==> config.mk <==
export PLATFORM = sky130hd
export DESIGN_NAME = player_plot_sched
export DESIGN_NICKNAME = d
export VERILOG_FILES = /design/src/rtl/player_plot_sched.sv
export SDC_FILE = /design/constraint.sdc
export NUM_CORES = 1
export LEC_CHECK = 0
export CORE_MARGIN = 2
export CORE_UTILIZATION = 53
export CTS_CLUSTER_DIAMETER = 80
export DETAILED_ROUTE_END_ITERATION = 7
export GPL_ROUTABILITY_DRIVEN = 0
export PLACE_DENSITY = 0.8
export SYNTH_ARGS = -nofsm -noshare
export SYNTH_HDL_FRONTEND = slang
export SYNTH_SLANG_ARGS = --single-unit
==> constraint.sdc <==
create_clock -name CLOCK_50 -period 4.1 [get_ports CLOCK_50]
set_input_delay 0.41 -clock CLOCK_50 [delete_from_list [all_inputs] [get_ports CLOCK_50]]
set_output_delay 0.41 -clock CLOCK_50 [all_outputs]
set_load 0.02 [all_outputs]
==> src/rtl/player_plot_sched.sv <==
// Round-robin plot scheduler for N players feeding vga_adapter, with a
// full-screen background clear sweep. Optional macro PLOT_BORDER_CLIP_EN
// rejects position updates that fall outside the visible screen.
//
// state  | meaning
// -------+-----------------------------------------------------------
// RUN    | grant one pending player per cycle, round-robin from rr
// CLEAR  | sweep every pixel with BG_COLOUR, y outer / x inner
module player_plot_sched #(
    parameter int NUM_PLAYERS = 4,
    parameter int XW          = 8,
    parameter int YW          = 7,
    parameter int CW          = 3,
    parameter int SCREEN_W    = 160,
    parameter int SCREEN_H    = 120,
    parameter logic [NUM_PLAYERS*CW-1:0] COLOUR_TABLE = 12'b110_100_010_001,
    parameter logic [CW-1:0]             BG_COLOUR    = 3'b000
) (
    input  logic                          CLOCK_50,
    input  logic                          resetn,
    input  logic                          clear_req,
    input  logic [NUM_PLAYERS*(XW+YW)-1:0] pos_in,
    input  logic [NUM_PLAYERS-1:0]        pos_valid,
    output logic [XW-1:0]                 x,
    output logic [YW-1:0]                 y,
    output logic [CW-1:0]                 colour,
    output logic                          plot,
    output logic                          busy,
    output logic [NUM_PLAYERS-1:0]        pending,
    output logic [NUM_PLAYERS-1:0]        overrun,
    output logic [NUM_PLAYERS-1:0]        clipped
);
    localparam int PW = XW + YW;
    localparam int RW = (NUM_PLAYERS > 1) ? $clog2(NUM_PLAYERS) : 1;

    typedef enum logic {ST_RUN, ST_CLEAR} state_t;

    state_t                    state_q, state_d;
    logic [RW-1:0]             rr_q, rr_d;
    logic [NUM_PLAYERS-1:0]    pend_q, pend_d;
    logic [NUM_PLAYERS-1:0]    ovr_q, ovr_d;
    logic [NUM_PLAYERS-1:0]    clip_q, clip_d;
    logic [NUM_PLAYERS*PW-1:0] pos_q, pos_d;
    logic [XW-1:0]             x_q, x_d, cx_q, cx_d;
    logic [YW-1:0]             y_q, y_d, cy_q, cy_d;
    logic [CW-1:0]             col_q, col_d;
    logic                      plot_q, plot_d;

    logic                      gnt_vld;
    logic [RW-1:0]             gnt_idx;
    logic                      gnt_taken;
    int                        scan_idx;
    logic [NUM_PLAYERS-1:0]    accept;

    // First pending player at or after rr, wrapping around.
    always_comb begin
        gnt_vld  = 1'b0;
        gnt_idx  = '0;
        scan_idx = 0;
        for (int k = 0; k < NUM_PLAYERS; k++) begin
            scan_idx = int'(rr_q) + k;
            if (scan_idx >= NUM_PLAYERS) scan_idx = scan_idx - NUM_PLAYERS;
            if (!gnt_vld && pend_q[scan_idx]) begin
                gnt_vld = 1'b1;
                gnt_idx = RW'(scan_idx);
            end
        end
    end

    // Decide which strobed updates are latched; off-screen ones are dropped when clipping.
    always_comb begin
        accept = pos_valid;
        clip_d = '0;
`ifdef PLOT_BORDER_CLIP_EN
        for (int i = 0; i < NUM_PLAYERS; i++) begin
            if (int'(pos_in[i*PW+YW +: XW]) >= SCREEN_W ||
                int'(pos_in[i*PW +: YW]) >= SCREEN_H) begin
                accept[i] = 1'b0;
                clip_d[i] = pos_valid[i];
            end
        end
`endif
    end

    // Next-state: clear request wins, then the sweep, then a player grant.
    always_comb begin
        state_d   = state_q;
        rr_d      = rr_q;
        pend_d    = pend_q;
        ovr_d     = ovr_q;
        pos_d     = pos_q;
        x_d       = x_q;
        y_d       = y_q;
        col_d     = col_q;
        plot_d    = 1'b0;
        cx_d      = cx_q;
        cy_d      = cy_q;
        gnt_taken = 1'b0;

        if (clear_req) begin
            state_d = ST_CLEAR;
            cx_d    = '0;
            cy_d    = '0;
            pend_d  = '0;
            ovr_d   = '0;
        end else if (state_q == ST_CLEAR) begin
            plot_d = 1'b1;
            x_d    = cx_q;
            y_d    = cy_q;
            col_d  = BG_COLOUR;
            if (cx_q == XW'(SCREEN_W - 1)) begin
                cx_d = '0;
                if (cy_q == YW'(SCREEN_H - 1)) begin
                    cy_d    = '0;
                    state_d = ST_RUN;
                end else begin
                    cy_d = cy_q + 1'b1;
                end
            end else begin
                cx_d = cx_q + 1'b1;
            end
        end else if (gnt_vld) begin
            gnt_taken        = 1'b1;
            plot_d           = 1'b1;
            x_d              = pos_q[int'(gnt_idx)*PW+YW +: XW];
            y_d              = pos_q[int'(gnt_idx)*PW +: YW];
            col_d            = COLOUR_TABLE[int'(gnt_idx)*CW +: CW];
            pend_d[gnt_idx]  = 1'b0;
            if (int'(gnt_idx) == NUM_PLAYERS - 1) rr_d = '0;
            else                                  rr_d = gnt_idx + 1'b1;
        end

        // A granted player's old position has already been read above, so a
        // same-cycle update simply re-arms it without counting as an overrun.
        for (int i = 0; i < NUM_PLAYERS; i++) begin
            if (accept[i]) begin
                pos_d[i*PW +: PW] = pos_in[i*PW +: PW];
                if (!clear_req && pend_q[i] && !(gnt_taken && int'(gnt_idx) == i))
                    ovr_d[i] = 1'b1;
                pend_d[i] = 1'b1;
            end
        end
    end

    // State and output registers.
    always_ff @(posedge CLOCK_50 or negedge resetn) begin
        if (!resetn) begin
            state_q <= ST_RUN;
            rr_q    <= '0;
            pend_q  <= '0;
            ovr_q   <= '0;
            clip_q  <= '0;
            pos_q   <= '0;
            x_q     <= '0;
            y_q     <= '0;
            col_q   <= '0;
            plot_q  <= 1'b0;
            cx_q    <= '0;
            cy_q    <= '0;
        end else begin
            state_q <= state_d;
            rr_q    <= rr_d;
            pend_q  <= pend_d;
            ovr_q   <= ovr_d;
            clip_q  <= clip_d;
            pos_q   <= pos_d;
            x_q     <= x_d;
            y_q     <= y_d;
            col_q   <= col_d;
            plot_q  <= plot_d;
            cx_q    <= cx_d;
            cy_q    <= cy_d;
        end
    end

    assign x       = x_q;
    assign y       = y_q;
    assign colour  = col_q;
    assign plot    = plot_q;
    assign busy    = (state_q == ST_CLEAR);
    assign pending = pend_q;
    assign overrun = ovr_q;
    assign clipped = clip_q;

endmodule

==> results by group <==
Layout
  – Multi-input logic area: 2910 um^2
  – Final core utilization: 66.2%
  – Antenna diodes: 0
  – Share of layout cells above drive strength 1: 19.1%
  – Area Growth Syn to Fin: 20.7%
  – Cell Count, Final, Fillers Out: 737
  – Finished Cell Area: 6900 um^2
  – Register area: 2630 um^2
  – Most frequent cells in the layout: dfrtp_1, clkdlybuf4s50_1, mux2_2, nand2_1, nand3_1
  – # fillers: 823
  – Final #Nets: 677
  – Most common cell after layout, fill and taps aside: dfrtp_1

GRT
  – Largest net degree at the start of global routing: 71
  – Grt peak-use layer: met2
  – Tot GR Track Use: 26.1%
  – Vias in the first global route: 4506
  – Antenna violations before repair: 0
  – Grt met3 use: 4.30%
  – First-pass GRT wire length: 23100 um
  – GRT overflow: 0
  – GRT met1 Usage: 35.4%
  – Met2 usage: 41.6%

Power
  – LEAKAGE: 2.95 nW
  – Max IR drop VDD: 273 uV
  – Cell area power density: 319 nW/um^2

Clocking
  – PostCTS Resize Cnt: 0
  – Clk sink count: 105
  – Number of CTS-inserted buffers: 9
  – Htree depth: 3
  – Clock Path Buffers: 2
  – Setup Fix Bufs, Post-CTS: 0
  – Clk_lat worst skew: 0.38 ns
  – CTS Hold Bufs: 0
  – CTS tree: yes
  – Root Buffer Master: clkbuf_8
  – Reg clk slew, reported paths: 0.09 ns

STA
  – Setup TNS: 0 ns
  – Crit path time final: 3.74 ns
  – Final Skew: 0.00780 ns
  – Period utilization: 91.3%
  – Final Hold Fails: 0
  – Tightest Pin Transition: 1.17 ns
  – Slew headroom: 21.8%
  – Final setup violation count: 0
  – Worst Slack Setup Final: 0.358 ns
  – RSZ-0062 raised after global routing: no
  – F_max: 267 MHz
  – Max Transition Viols Final: 0

Worst setup path
  – Top cell family by delay on the critical path: compound AO/OA/AOI/OAI gates
  – Worst Path Required: 4.35 ns
  – Crit path DAT: 3.99 ns
  – Worst-path fanout max: 17
  – Crit-path max cell delay: 0.93 ns
  – Cell Chain, Critical Path: mux2i_1 -> o22ai_2 -> nor2_4 -> inv_2 -> ha_1 -> xor2_1 -> nor2_1 -> o311ai_0 -> o31ai_1 -> a221oi_1 -> o32ai_1
  – RR Startpoint: rr_q[1]
  – CP Class: flop to flop
  – CP Capture Type: flop
  – Crit start category: flop
  – R2R Setup Slk: 0.36 ns
  – Reg2Reg Depth: 11
  – FF-to-FF End: x[6]
  – Buf/Inv on CP: 1
  – Slowest-stage cell, CP: xor2_1
  – Crit path depth: 11

Place
  – PortBufs: 94
  – Post-DP Area: 6760 um^2
  – Detailed Place HPWL: 10700 um
  – Dpl cells: 725
  – Place WS: 0.520 ns

Synth
  – Synthesized instance count: 517
  – Yosys reg bits: 105
  – Synth Cell Area: 5710 um^2
  – EDFF count, synth: 0
  – Share of flip-flops with an asynchronous set or reset: 100%
  – Unique masters post-synth: 55
  – Seq/Total Area, Yosys: 46.0%
  – YS warnings: 0
  – Synth Area per Inst: 11.1 um^2
  – Synth Flop Type: dfrtp_1

Floorplan
  – Num rows: 37
  – I/O pins: 99
  – Die area: 11600 um^2
  – Core area: 10400 um^2
  – Initial Util: 54.8%
  – DIE WIDTH: 108 um
  – Die Ht: 108 um

Min path
  – Hold/Removal Path Class: primary input to asynchronous set/reset pin

Route
  – Wire per inst: 19.5 um
  – Via count: 4547
  – Via density: 6.17
  – WL final: 14400 um
  – Iteration-0 DRC count of the detailed router: 484
  – TritonRoute pass-1 iters: 6
  – # DRC: 0
  – DRT antenna net count: 0

Job
  – Maxcap violations: 0

Run status
  – Status: completed
Yosys cell counts, drive strengths merged (2+ instances only):
library cell / instances / area (um^2)
a2111oi: 2 / 17.5
a211oi: 5 / 37.5
a21o: 2 / 15.0
a21oi: 22 / 114
a221oi: 3 / 38.8
a22oi: 2 / 15.0
a31o: 4 / 35.0
a31oi: 7 / 43.8
and2: 2 / 12.5
and3: 6 / 37.5
buf: 16 / 82.6
clkbuf: 20 / 75.1
dfrtp: 105 / 2630
ha: 10 / 125
inv: 8 / 30.0
mux2: 62 / 698
mux2i: 23 / 230
mux4: 19 / 439
nand2: 58 / 218
nand2b: 5 / 31.3
nand3: 39 / 195
nand3b: 2 / 15.0
nand4: 5 / 31.3
nor2: 31 / 124
nor2b: 2 / 12.5
nor3: 3 / 15.0
nor3b: 2 / 15.0
o2111ai: 3 / 26.3
o211ai: 2 / 15.0
o21a: 3 / 22.5
o21ai: 16 / 80.1
o22ai: 3 / 31.3
o311ai: 2 / 17.5
o31ai: 2 / 15.0
xnor2: 2 / 17.5
xor2: 8 / 70.1
routing by layer:
layer  vias up  routed length [um]
li1       2030                   -
met5         -                   0
met3        48                 886
met4         0                 542
met2       221                6990
met1      2248                5950
logic make-up after synthesis:
| family | synth area share (%) |
|---|---|
| AND/OR/NAND/NOR | 13.1 |
| buffers and inverters | 3.35 |
| other | 0.0656 |
| flip-flops | 46.0 |
| adder cells (fa/ha/maj) | 2.19 |
| multiplexers | 23.9 |
| XOR/XNOR | 1.53 |
| AO/OA/AOI/OAI | 9.79 |
where the power goes:
group	internal, mW	switching (mW)
combinational	0.259	0.228
sequential	1.11	0.0789
clock	0.206	0.318
total	1.57	0.625
state kept, by name, summed over array words and instances (netlist names):
signal,flops
overrun,4
cy_q,7
x,8
colour,3
pending,4
pos_q,60
y,7
rr_q,2
plot,1
busy,1
cx_q,8
worst register-to-register path: cells and delay by family, from the launching register on:
kind / cells / cell delay, ns
mux: 1 / 0.32
simple gates: 2 / 0.55
flops: 1 / 0.47
fa+ha+maj: 1 / 0.26
compound gates: 5 / 1.02
xor+xnor: 1 / 0.93
buf+inv: 1 / 0.08
layout make-up:
type | count | share of cell area, %
sequential | 105 | 38.1
timing repair buffer | 105 | 14.8
tap | 136 | 2.47
clock buffer | 10 | 1.85
multi-input combinational | 370 | 42.1
inverter | 9 | 0.490
clock inverter | 2 | 0.145
through the flow:
step	hold slack [ns]	total power [mW]
2_1_floorplan	0.114	1.49
3_3_place_gp	0.462	1.67
3_5_place_dp	0.472	1.69
4_1_cts	0.173	2.21
5_1_grt	0.210	2.30
6_report	0.133	2.20
worst max path at each step:
stage	start	endpoint	slack (ns)
2_1_floorplan	pending[1]	x[3]	0.37
3_3_place_gp	rr_q[1]	x[4]	0.75
3_5_place_dp	rr_q[1]	x[6]	0.52
4_1_cts	rr_q[1]	x[6]	0.50
5_1_grt	rr_q[1]	x[6]	0.09
6_report	rr_q[1]	x[6]	0.36
Note: power is estimated with default switching activity, not from simulation.
==> edit 1 (same flow settings) <==
Take the reset off `x_q`, `y_q`, `cx_q` and `cy_q` and load them in a clocked block of their own.
--- a/src/rtl/player_plot_sched.sv
+++ b/src/rtl/player_plot_sched.sv
@@ -151,12 +151,8 @@
             ovr_q   <= '0;
             clip_q  <= '0;
             pos_q   <= '0;
-            x_q     <= '0;
-            y_q     <= '0;
             col_q   <= '0;
             plot_q  <= 1'b0;
-            cx_q    <= '0;
-            cy_q    <= '0;
         end else begin
             state_q <= state_d;
             rr_q    <= rr_d;
@@ -164,13 +160,16 @@
             ovr_q   <= ovr_d;
             clip_q  <= clip_d;
             pos_q   <= pos_d;
-            x_q     <= x_d;
-            y_q     <= y_d;
             col_q   <= col_d;
             plot_q  <= plot_d;
-            cx_q    <= cx_d;
-            cy_q    <= cy_d;
         end
+    end
+
+    always_ff @(posedge CLOCK_50) begin
+        x_q  <= x_d;
+        y_q  <= y_d;
+        cx_q <= cx_d;
+        cy_q <= cy_d;
     end
 
     assign x       = x_q;
Formal check against the unedited RTL: differs if resetn is asserted again (counterexample within 4 cycles, from zero or initial values and one cycle with resetn low); with resetn held inactive, the same outputs for 4 cycles.
==> edit 1 against the unedited design <==
Worst hold slack better by 0.050 ns. Sequential cell count stayed put. Setup slack better by 0.045 ns. Non-clock buffer count is 6 lower. Cell area is 1.5% lower. Via count is 4.3% lower. Synthesized area is 0.85% lower. Routed wire length is 5.2% lower. Largest power group unchanged. Total power is 6.0% higher.
==> edit 1: results (changes against the unedited design) <==
- Crit-path slowest cell: a2111oi_0 (was xor2_1)
- Post-synth EDFFs: 15 (was 0)
- Final std cells w/o fill: 710 (was 737)
- PortBufs: 94 (unchanged)
- H-tree depth reported by CTS: 3 (unchanged)
- Clk root buf: clkbuf_8 (unchanged)
- P_leak: 2.67 nW (was 2.95 nW)
- Dpl ws: 0.521 ns (was 0.520 ns)
- DRT Pass-1 Iters: 6 (unchanged)
- Synth warn: 0 (unchanged)
- Fraction of layout instances using a drive strength above 1: 20.6% (was 19.1%)
- Total track usage: 24.8% (was 26.1%)
- Clock skew: 0.0127 ns (was 0.00780 ns)
- Final #Nets: 646 (was 677)
- Worst hold path type: input pin to async pin (unchanged)
- Area after DPL: 6640 um^2 (was 6760 um^2)
- CTS Buf Count: 9 (unchanged)
- Total Wirelength: 13.6 mm (was 14.4 mm)
- Hold Worst Slack: 0.183 ns (was 0.133 ns)
- Maximum VDD drop: 0.177 mV (was 0.273 mV)
- Max_cap viols: 0 (unchanged)
- Final period util: 90.2% (was 91.3%)
- Seq/Total Area, Yosys: 46.4% (was 46.0%)
- Synth cell count leaders: dfrtp_1, mux2_2, nand2_1 (unchanged)
- Crit path DAT: 3.82 ns (was 3.99 ns)
- Top FF cell, synth: dfrtp_1 (unchanged)
- CP max FO: 30 (was 17)
- Cells after DPL: 694 (was 725)
- First-pass GRT wire length: 21.8 mm (was 23.1 mm)
- Synthesized area per cell: 11.5 um^2 (was 11.1 um^2)
- DRT iter0 DRCs: 476 (was 484)
- Vias in the first global route: 4113 (was 4506)
- Largest stage delay on the critical path: 0.60 ns (was 0.93 ns)
- # diodes: 0 (unchanged)
- Routed vias: 4353 (was 4547)
- FFs w/ async S/R, synth: 71.4% (was 100%)
- Setup repair bufs after CTS: 0 (unchanged)
- Relative slew margins: 37.4% (was 21.8%)
- Clock transition at path regs: 0.09 ns (about the same)
- HPWL Detailed: 9.98 mm (was 10.7 mm)
- Outcome: finished, final reports clean (unchanged)
- Flop-to-flop setup slack: 0.40 ns (was 0.36 ns)
- Top cells by area, synth: dfrtp_1, mux2_2, edfxtp_1 (was dfrtp_1, mux2_2, mux4_2)
- Largest net degree at the start of global routing: 76 (was 71)
- Distinct cells, synth: 64 (was 55)
edit 1: cell count changes after synthesis, moves of 6 or more:
| cell | delta |
|---|---|
| o21ai_1 | +8 |
| dfrtp_1 | -30 |
| dfxtp_1 | +15 |
| o21ai_0 | -6 |
| edfxtp_1 | +15 |
| a21oi_1 | -9 |
| nand2_1 | -13 |
| nand3_1 | -30 |
| mux2_2 | +8 |
edit 1: cell families after synthesis:
family,after synthesis,share of synthesized area [%]
AO/OA/AOI/OAI,90,12.2
AND/OR/NAND/NOR,121,10.2
other,1,0.0662
buffers and inverters,45,3.93
flip-flops,105,46.4
adder cells (fa/ha/maj),10,2.21
XOR/XNOR,11,1.70
multiplexers,108,23.3
edit 1: final timing paths:
kind | start | endpoint | cells past startpoint
worst max register to register | pending[3]$_DFFE_PN0P_ | x[7]$_DFFE_PP_ | 12
worst min register to register | colour[1]$_DFFE_PN0P_ | colour[1]$_DFFE_PN0P_ | 1
min in group CLOCK_50 | colour[1]$_DFFE_PN0P_ | colour[1]$_DFFE_PN0P_ | 1
worst min-delay path | resetn | pos_q[7]$_DFFE_PN0P_ | 1
worst max-delay path | pending[3]$_DFFE_PN0P_ | x[7]$_DFFE_PP_ | 12
max in group asynchronous | resetn | pos_q[19]$_DFFE_PN0P_ | 1
edit 1: where the power goes:
group / internal, mW / switching (mW)
clock network: 0.220 / 0.339
logic: 0.280 / 0.282
registers: 1.13 / 0.0794
edit 1: final cells by class:
class                      instances  area [um^2]
tap                              136          170
fill                             814         3570
clock buffer                      13          139
clock inverter                     3         17.5
inverter                          10         40.0
multi-input combinational        344         2830
sequential                       105         2630
timing repair buffer              99          976
edit 1: routing by layer:
layer / share of wire [%] / global-route usage [%]
met5: 0 / 0
met4: 3.0 / 9.71
met3: 7.0 / 3.09
met2: 47 / 38.2
met1: 43 / 36.0
==> edit 2 (same flow settings) <==
Made on the original files. Set the parameter `NUM_PLAYERS` to 8 (it was 4).
--- a/src/rtl/player_plot_sched.sv
+++ b/src/rtl/player_plot_sched.sv
@@ -7,7 +7,7 @@
 // RUN    | grant one pending player per cycle, round-robin from rr
 // CLEAR  | sweep every pixel with BG_COLOUR, y outer / x inner
 module player_plot_sched #(
-    parameter int NUM_PLAYERS = 4,
+    parameter int NUM_PLAYERS = 8,
     parameter int XW          = 8,
     parameter int YW          = 7,
     parameter int CW          = 3,
Ports: changed (5 resized); port bits go from 99 to 175. The function was not compared with the original's and may differ.
==> edit 2 against the unedited design <==
The run now ends with DRC, setup timing left. Setup slack worse by 2.1 ns. Routed wire length increased to 3.2 times the old value. Sequential cell count up 69. Critical path depth rose by 16. First-iteration DRC count rose to 4.6 times the old value. Synthesized cell count grew 140%. Non-clock buffer count up 273. Via count increased to 2.9 times the old value. Count of clock-buffer cells in the layout rose by 10. Synthesized area grew 140%. Cell area grew to 2.6 times the old value.
Power is left out: the tool's default activity adds up to more than one toggle a clock period on the data nets, which glitch-free logic cannot reach.
==> edit 2: results (changes against the unedited design) <==
- Outcome: finished with violations (was finished, final reports clean)
- Failing checks: DRC, setup timing
- Vias/cell: 6.99 (was 6.17)
- First-pass GRT wire length: 70.6 mm (was 23.1 mm)
- Distinct cells, synth: 76 (was 55)
- Worst setup path start: rr_q[0]$_DFFE_PN0P_ (was rr_q[1]$_DFFE_PN0P_)
- Final std cells w/o fill: 1864 (was 737)
- Crit path DAT: 6.21 ns (was 3.99 ns)
- Most flop-heavy register: pos_q (unchanged)
- PortBufs: 166 (was 94)
- Largest register FFs: 120 (was 60)
- Final WS setup: -1.78 ns (was 0.358 ns)
- # diodes: 0 (unchanged)
- Largest net degree at the start of global routing: 84 (was 71)
- DRT iter0 DRCs: 2227 (was 484)
- Vias in the first global route: 12500 (was 4506)
- Synth cell count leaders: dfrtp_1, mux2_2, mux4_2 (was dfrtp_1, mux2_2, nand2_1)
- Reg2reg start: rr_q[0]$_DFFE_PN0P_ (was rr_q[1]$_DFFE_PN0P_)
- Clock skew: 0.0156 ns (was 0.00780 ns)
- Fraction of layout instances using a drive strength above 1: 38.3% (was 19.1%)
- Final setup viols: 9 (was 0)
- DRC: 61 (was 0)
- Final #Nets: 1675 (was 677)
- Top cells by area, synth: dfrtp_1, mux4_2, mux2_2 (was dfrtp_1, mux2_2, mux4_2)
- Seq/Total Area, Yosys: 32.0% (was 46.0%)
- HPWL Detailed: 32.8 mm (was 10.7 mm)
- Worst hold path type: input pin to async pin (unchanged)
- H-tree depth reported by CTS: 4 (was 3)
- Cells after DPL: 1811 (was 725)
- CP max FO: 6 (was 17)
- Area after DPL: 16900 um^2 (was 6760 um^2)
- Clk Latency, worst-skew pair: 0.45 ns (was 0.38 ns)
- Crit-path slowest cell: mux4_2 (was xor2_1)
- CTS Buf Count: 17 (was 9)
- Syn Inst Count: 1225 (was 517)
- Worst Tran Pin Value: 1.05 ns (was 1.17 ns)
- Clk root buf: clkbuf_16 (was clkbuf_8)
- Largest stage delay on the critical path: 0.56 ns (was 0.93 ns)
## edit 2: path summary, 6_finish.rpt
path / endpoint / slack [ns] / cells after the start
max in group asynchronous: pos_q[94]$_DFFE_PN0P_ / 2.97 / 2
max reg2reg: x[2]$_DFFE_PN0P_ / -1.78 / 27
max: x[2]$_DFFE_PN0P_ / -1.78 / 27
min: pos_q[40]$_DFFE_PN0P_ / 0.02 / 1
min in group CLOCK_50: overrun[2]$_DFF_PN0_ / 0.50 / 2
min reg2reg: overrun[2]$_DFF_PN0_ / 0.50 / 2
## edit 2: what timing repair did
action | in CTS | in global routing
buffers inserted | 12 | 9
cloned | 2 | 0
gates resized for setup | 47 | 42
pin swaps | 24 | 14
setup endpoints to repair | 12 | 20
## edit 2: cell families after synthesis
logic type                 after synthesis  share of synthesized area (%)
muxes                                  329                           37.4
and+or+nand+nor                        329                           11.4
AOI/OAI and AO/OA                      228                           11.0
DFF                                    174                           32.0
buffers and inverters                  124                           4.55
adders and majority gates               22                           2.19
xor gates and xnor gates                18                           1.35
other                                    1                         0.0276
## edit 2: stage by stage
step | setup TNS, ns | util, % | hold WS, ns | setup WS, ns
after floorplan | -14.24 | - | 0.114 | -1.82
after global placement | -12.73 | 67.0 | 0.465 | -1.67
after detailed placement | -13.93 | 67.0 | 0.488 | -1.82
after CTS | -11.79 | 70.7 | 0.0447 | -1.54
after global routing | -14.43 | 71.7 | 0.0714 | -1.85
final | -13.07 | 71.7 | 0.0204 | -1.78
## edit 2: cell type report
cell class / instances / area [um^2]
clock buffer: 20 / 457
multi-input combinational: 935 / 9190
tap: 330 / 413
sequential: 174 / 4360
timing repair buffer: 378 / 3460
clock inverter: 11 / 109
inverter: 16 / 78.8
fill: 1612 / 7120
## edit 2: layer usage
metal | vias to the layer above | share of wire [%] | track usage [%]
met3 | 317 | 13 | 10.6
li1 | 5301 | - | -
met5 | - | 0 | 0
met4 | 0 | 6.8 | 17.1
met1 | 6292 | 35 | 44.4
met2 | 1114 | 45 | 53.0
## edit 2: worst max-delay path: cells and delay by family (launching register included)
kind                       cells  cell delay, ns
AOI/OAI and AO/OA              9            1.77
adders and majority gates      3            0.98
buffers and inverters          7            0.85
and+or+nand+nor                5            0.71
muxes                          1            0.56
xor gates and xnor gates       2            0.47
DFF                            1            0.42
